File: src/rtl/booth_mul_r4.sv
// -----------------------------------------------------------------------------
// booth_mul_r4
// Sequential radix-4 Booth multiplier. One Booth digit is retired per RUN
// cycle; the full 2*WIDTH-bit two's-complement product is registered on the
// last iteration and held until the next accepted start.
//
// Parameters
//   WIDTH         operand width (even, 8..128)
//
// Ports
//   clk           rising-edge clock
//   reset         asynchronous active-high reset
//   start         begin a multiply (sampled only in IDLE)
//   is_signed     operand signedness, latched with start
//                 (present only when BOOTH_MUL_UNSIGNED_EN is defined)
//   multiplier    operand added/subtracted into the upper partial product
//   multiplicand  operand whose bit-pairs are Booth-recoded
//   busy          high while in RUN
//   done          one-cycle pulse marking a valid result
//   result        2*WIDTH-bit product
//
// Configuration macro
//   BOOTH_MUL_UNSIGNED_EN  adds is_signed; with is_signed=0 the operands are
//                          zero-extended and one extra iteration is run.
// -----------------------------------------------------------------------------
module booth_mul_r4 #(
    parameter int unsigned WIDTH = 64
) (
    input  logic                 clk,
    input  logic                 reset,
    input  logic                 start,
`ifdef BOOTH_MUL_UNSIGNED_EN
    input  logic                 is_signed,
`endif
    input  logic [WIDTH-1:0]     multiplier,
    input  logic [WIDTH-1:0]     multiplicand,
    output logic                 busy,
    output logic                 done,
    output logic [2*WIDTH-1:0]   result
);

    // Operands carry 2 extension bits; the upper accumulator 2 more for +/-2M.
    localparam int unsigned EW    = WIDTH + 2;
    localparam int unsigned AW    = WIDTH + 4;
    localparam int unsigned RW    = 2 * WIDTH;
    localparam int unsigned FW    = AW + EW;
    localparam int unsigned N_SGN = WIDTH / 2;
    localparam int unsigned N_UNS = WIDTH / 2 + 1;
    localparam int unsigned CW    = $clog2(WIDTH / 2 + 2);

    typedef enum logic [1:0] {
        S_IDLE = 2'd0,
        S_RUN  = 2'd1,
        S_DONE = 2'd2
    } state_t;

    state_t          r_state;
    state_t          w_state_next;

    logic [EW-1:0]   r_m;
    logic [EW-1:0]   r_q;
    logic            r_q_prev;
    logic [AW-1:0]   r_a;
    logic [CW-1:0]   r_cnt;
    logic            r_signed;

    logic            w_start_signed;
    logic            w_ext_m;
    logic            w_ext_q;
    logic [CW-1:0]   w_last;
    logic [AW-1:0]   w_m_aw;
    logic [AW-1:0]   w_m2_aw;
    logic [AW-1:0]   w_term;
    logic [AW-1:0]   w_sum;
    logic [AW-1:0]   w_a_next;
    logic [EW-1:0]   w_q_next;
    logic [FW-1:0]   w_full;
    logic [RW-1:0]   w_prod;
    logic            w_unused_hi;

`ifdef BOOTH_MUL_UNSIGNED_EN
    assign w_start_signed = is_signed;
`else
    assign w_start_signed = 1'b1;
`endif

    // Extension bits: sign bit in signed mode, zero in unsigned mode.
    assign w_ext_m = w_start_signed & multiplier[WIDTH-1];
    assign w_ext_q = w_start_signed & multiplicand[WIDTH-1];

    // Index of the final iteration for the latched mode.
    assign w_last = r_signed ? CW'(N_SGN - 1) : CW'(N_UNS - 1);

    assign w_m_aw  = {{2{r_m[EW-1]}}, r_m};
    assign w_m2_aw = {w_m_aw[AW-2:0], 1'b0};

    // Booth digit select on {q[1], q[0], q_prev}.
    always_comb begin
        w_term = '0;
        case ({r_q[1:0], r_q_prev})
            3'b001, 3'b010: w_term = w_m_aw;
            3'b011:         w_term = w_m2_aw;
            3'b100:         w_term = ~w_m2_aw + AW'(1);
            3'b101, 3'b110: w_term = ~w_m_aw + AW'(1);
            default:        w_term = '0;
        endcase
    end

    // Add into the upper half, then shift {A, Q} right by 2 arithmetically.
    assign w_sum    = r_a + w_term;
    assign w_a_next = {{2{w_sum[AW-1]}}, w_sum[AW-1:2]};
    assign w_q_next = {w_sum[1:0], r_q[EW-1:2]};

    // Signed mode leaves 2 unconsumed multiplicand bits at the bottom of Q.
    assign w_full      = {w_a_next, w_q_next};
    assign w_prod      = r_signed ? w_full[RW+1:2] : w_full[RW-1:0];
    assign w_unused_hi = ^w_full[FW-1:RW+2];

    // State register.
    always_ff @(posedge clk or posedge reset) begin
        if (reset) begin
            r_state <= S_IDLE;
        end else begin
            r_state <= w_state_next;
        end
    end

    // Next-state logic.
    always_comb begin
        w_state_next = r_state;
        case (r_state)
            S_IDLE:  if (start) w_state_next = S_RUN;
            S_RUN:   if (r_cnt == w_last) w_state_next = S_DONE;
            S_DONE:  w_state_next = S_IDLE;
            default: w_state_next = S_IDLE;
        endcase
    end

    // Datapath and registered status outputs.
    always_ff @(posedge clk or posedge reset) begin
        if (reset) begin
            r_m      <= '0;
            r_q      <= '0;
            r_q_prev <= 1'b0;
            r_a      <= '0;
            r_cnt    <= '0;
            r_signed <= 1'b1;
            busy     <= 1'b0;
            done     <= 1'b0;
            result   <= '0;
        end else begin
            busy <= (w_state_next == S_RUN);
            done <= (w_state_next == S_DONE);
            case (r_state)
                S_IDLE: begin
                    if (start) begin
                        r_m      <= {{2{w_ext_m}}, multiplier};
                        r_q      <= {{2{w_ext_q}}, multiplicand};
                        r_q_prev <= 1'b0;
                        r_a      <= '0;
                        r_cnt    <= '0;
                        r_signed <= w_start_signed;
                    end
                end
                S_RUN: begin
                    r_a      <= w_a_next;
                    r_q      <= w_q_next;
                    r_q_prev <= r_q[1];
                    r_cnt    <= r_cnt + CW'(1);
                    if (r_cnt == w_last) begin
                        result <= w_prod;
                    end
                end
                default: begin
                end
            endcase
        end
    end

endmodule
File: config.mk
export PLATFORM = sky130hd
export DESIGN_NAME = booth_mul_r4
export DESIGN_NICKNAME = d
export VERILOG_FILES = /design/src/rtl/booth_mul_r4.sv
export SDC_FILE = /design/constraint.sdc
export NUM_CORES = 1
export LEC_CHECK = 0
export ABC_CLOCK_PERIOD_IN_PS = 26800
export CAP_MARGIN = 20
export CORE_ASPECT_RATIO = 0.5
export CORE_MARGIN = 2
export CORE_UTILIZATION = 45
export DETAILED_ROUTE_END_ITERATION = 16
export HOLD_SLACK_MARGIN = 0.03
export PLACE_DENSITY_LB_ADDON = 0.25
export SLEW_MARGIN = 20
export SYNTH_ARGS = -nofsm -noshare
export SYNTH_HDL_FRONTEND = slang
export SYNTH_SLANG_ARGS = --single-unit
File: constraint.sdc
create_clock -name clk -period 26.8 [get_ports clk]
set_input_delay 4.02 -clock clk [delete_from_list [all_inputs] [get_ports clk]]
set_output_delay 4.02 -clock clk [all_outputs]
set_load 0.01 [all_outputs]
==> metrics <==
DR WL/cell=19.08 um; final setup fails=0; grt ovf=0; share of synthesized cell area in full adder, half adder and majority cells=0.04360; diode count=0; Worst Setup End Kind=register; Rel. slew slack=0.2490; outcome=finished clean; worst-path fanout max=6; chip height=154.0 um; Core Footprint=43980 um2; Seq/Total Area, Yosys=0.4137; HPWL Detailed=41040 um; CTS resizes=0; Syn Std Cell Area=20260 um2; Slew Viols, Final=0; Critical Path RT=27.22 ns; number of flops mapped to enable cells by yosys=0; area grow syn2layout=19.68%; Starting Density=0.4607; Clock Latency Late Sink=0.53 ns; total clock buffers created by CTS=34; vias in the first global route=17044; First-pass DRT Iterations=6; root buffer cell=clkbuf_16; DRC viols=0; port bufs=260; Main synth FF type=dfrtp_1; CTS tree=done; Synth Area in Compound Gates=0.2084; fmax=144.3 MHz; Iter 0 DRT Violations=1818; number of synthesis warnings=0; Synth Area per Inst=8.637 um2; synthesis-stage register bit count=335; Post-Synthesis Cells=2346; post-synthesis simple-gate area fraction=0.1780; Setup CP Type=reg2reg; hold crit path type=reg2reg; Max-Cap Viols=0; Vias/cell=5.785; # rows=54; Post-synth ARST share=1.000; unrepaired setup endpoints after global routing=no; all-layer global routing usage=0.2495; Worst-Margin Slew=1.118 ns; Post-Synth XOR/XNOR Area=0.06786; minimum clock period=6.930 ns; nets@finish=2685; syn_nets=2547; Die W=304.1 um; Max clock buf depth=3; DR vias=17898; Antenna Nets Post-Route=0; crit path launch type=register; final hold vios=0; Setup TNS Final=0 ns; DIE AREA=46840 um2; largest net degree at the start of global routing=129; hold_buf cts=0; initial antenna violation count=0; Worst Skew=0.02017 ns; layout cell share with drive strength beyond 1=0.07302; clock slew at reported path FFs=0.06 ns; WP data arrival=7.35 ns; synth unique cells=71; first-pass GRT wire length=94510 um; # clock sinks=335; final period utilization=0.2586; CTS HTree Levels=2; post-CTS setup buffers=0; final RePlAce weighted congestion=0.9278; main combinational cell family by area after synthesis=compound AO/OA/AOI/OAI gates; WL final=59030 um; io pins=261; post-synthesis mux area share=0.04829
layout make-up:
class                   instances  area (um2)
clock buffers                  46       947.2
clock inverters                12       166.4
fillers                      3983       19740
inverters                      34       137.6
multi-input cells            1798       11110
flip-flops and latches        335        8389
well taps                     588       735.7
repair buffers                281        2760
routing by layer:
metal	up-vias	wire, um	part of all wire	track usage
li1	8514	-	-	-
met2	677	25370	0.43	0.3703
met4	0	804	0.014	0.04738
met5	-	0	0	0
met3	65	5158	0.087	0.05803
met1	8642	27700	0.47	0.3717
sequential cells by signal, summed over array words and instances, names as in the netlist:
register / flops
busy: 1
done: 1
r_a: 66
r_cnt: 6
r_m: 64
r_q: 66
r_q_prev: 1
r_state: 2
result: 128
cell families (layout without fill, tap and decap cells):
logic type | Yosys count | after routing
buf+inv | 213 | 373
simple gates | 833 | 833
mux | 88 | 88
fa+ha+maj | 70 | 70
flops | 335 | 335
compound gates | 650 | 650
xor+xnor | 157 | 157
cell usage after synthesis (3+ instances only):
cell       instances  area share
nor4_1             8      0.0025
dfrtp_1          335        0.41
inv_1             32      0.0059
a22oi_1           83       0.031
nand2b_1          20      0.0062
nand4_1           16      0.0049
or3_1             35       0.011
nor3_1            38      0.0094
mux2_2            78       0.043
xor2_1            65       0.028
o22ai_1            8      0.0025
a21oi_1          131       0.032
buf_1             12      0.0022
mux2i_1           10      0.0049
or4_1              7      0.0026
or3_4              3      0.0017
a22o_1            53       0.023
o221ai_1           4      0.0017
a41oi_1            3      0.0013
o21ai_0          182       0.045
a221oi_1          24       0.010
o211ai_1           5      0.0019
nor2_1            80       0.015
a21o_1            45       0.017
ha_1              69       0.043
nand2_1          558        0.10
or2_2              6      0.0019
o31ai_1            9      0.0033
a21boi_0           5      0.0019
a31o_2             3      0.0013
o21a_1             5      0.0019
and3_1             3     0.00093
clkbuf_1         162       0.030
a2111oi_0          3      0.0013
o21bai_1          24      0.0089
a221o_1           10      0.0049
xnor2_1           92       0.040
o41ai_1            3      0.0013
nand3_1           23      0.0057
a31oi_1           25      0.0077
a211oi_1          12      0.0044
nor2b_1           18      0.0056
buf_2              4     0.00099
critical path, cell delays in order (launching register included):
cell and delay, ns:
dfrtp_1 0.46, nor3_1 0.46, nand2_1 0.25, or3_1 0.45, or3_1 0.39, or3_1 0.38
or3_1 0.39, nor3_1 0.25, nand2b_1 0.16, xor2_1 0.15, o21ai_0 0.13, ha_1 0.42
nand2_1 0.15, or4_1 0.53, a21oi_1 0.34, nor3b_1 0.20, o31a_1 0.39, o41ai_1 0.70
a21oi_1 0.17, xnor2_1 0.18, mux2_2 0.26
final timing paths:
check | from | endpoint | slack, ns | depth (start not counted)
setup / recovery | r_m[2] | result[113] | 19.87 | 20
hold / removal | result[75] | result[75] | 0.47 | 2
setup reg to reg | r_m[2] | result[113] | 19.87 | 20
hold reg to reg | result[75] | result[75] | 0.47 | 2
max in group asynchronous | reset | r_m[36] | 20.43 | 4
min in group asynchronous | reset | r_q[56] | 4.03 | 2
stage by stage:
stage / cells / hold slack [ns] / worst slack [ns] / util / cell area, um2
after CTS: 3094 / 0.4771 / 19.94 / 0.5513 / 24250
after detailed placement: 3036 / 0.4621 / 19.73 / 0.5260 / 23140
final: 3094 / 0.4718 / 19.87 / 0.5513 / 24250
after global routing: 3094 / 0.4919 / 19.48 / 0.5513 / 24250
after global placement: 3036 / 0.4566 / 19.73 / 0.5260 / 23140
after floorplan: 2346 / 0.4502 / 13.50 / - / 20260
cell usage in the layout (no fill, tap or decap), drive strengths merged, types with 9 or more instances in the layout:
cell type / instances
nand3: 23
nand4: 16
a31oi: 25
xnor2: 92
clkbuf: 46
buf: 21
mux2i: 10
dfrtp: 335
nor2b: 18
a22oi: 83
nand2: 558
mux2: 78
inv: 33
a21o: 45
o21bai: 24
o31ai: 9
a221o: 10
a21oi: 131
o21ai: 182
clkdlybuf4s50: 260
nand2b: 20
xor2: 65
nor2: 81
ha: 69
nor3: 39
a221oi: 24
or3: 38
a22o: 53
a211oi: 13
Power is left out: the tool's default activity adds up to more than one toggle a clock period on the data nets, which glitch-free logic cannot reach.
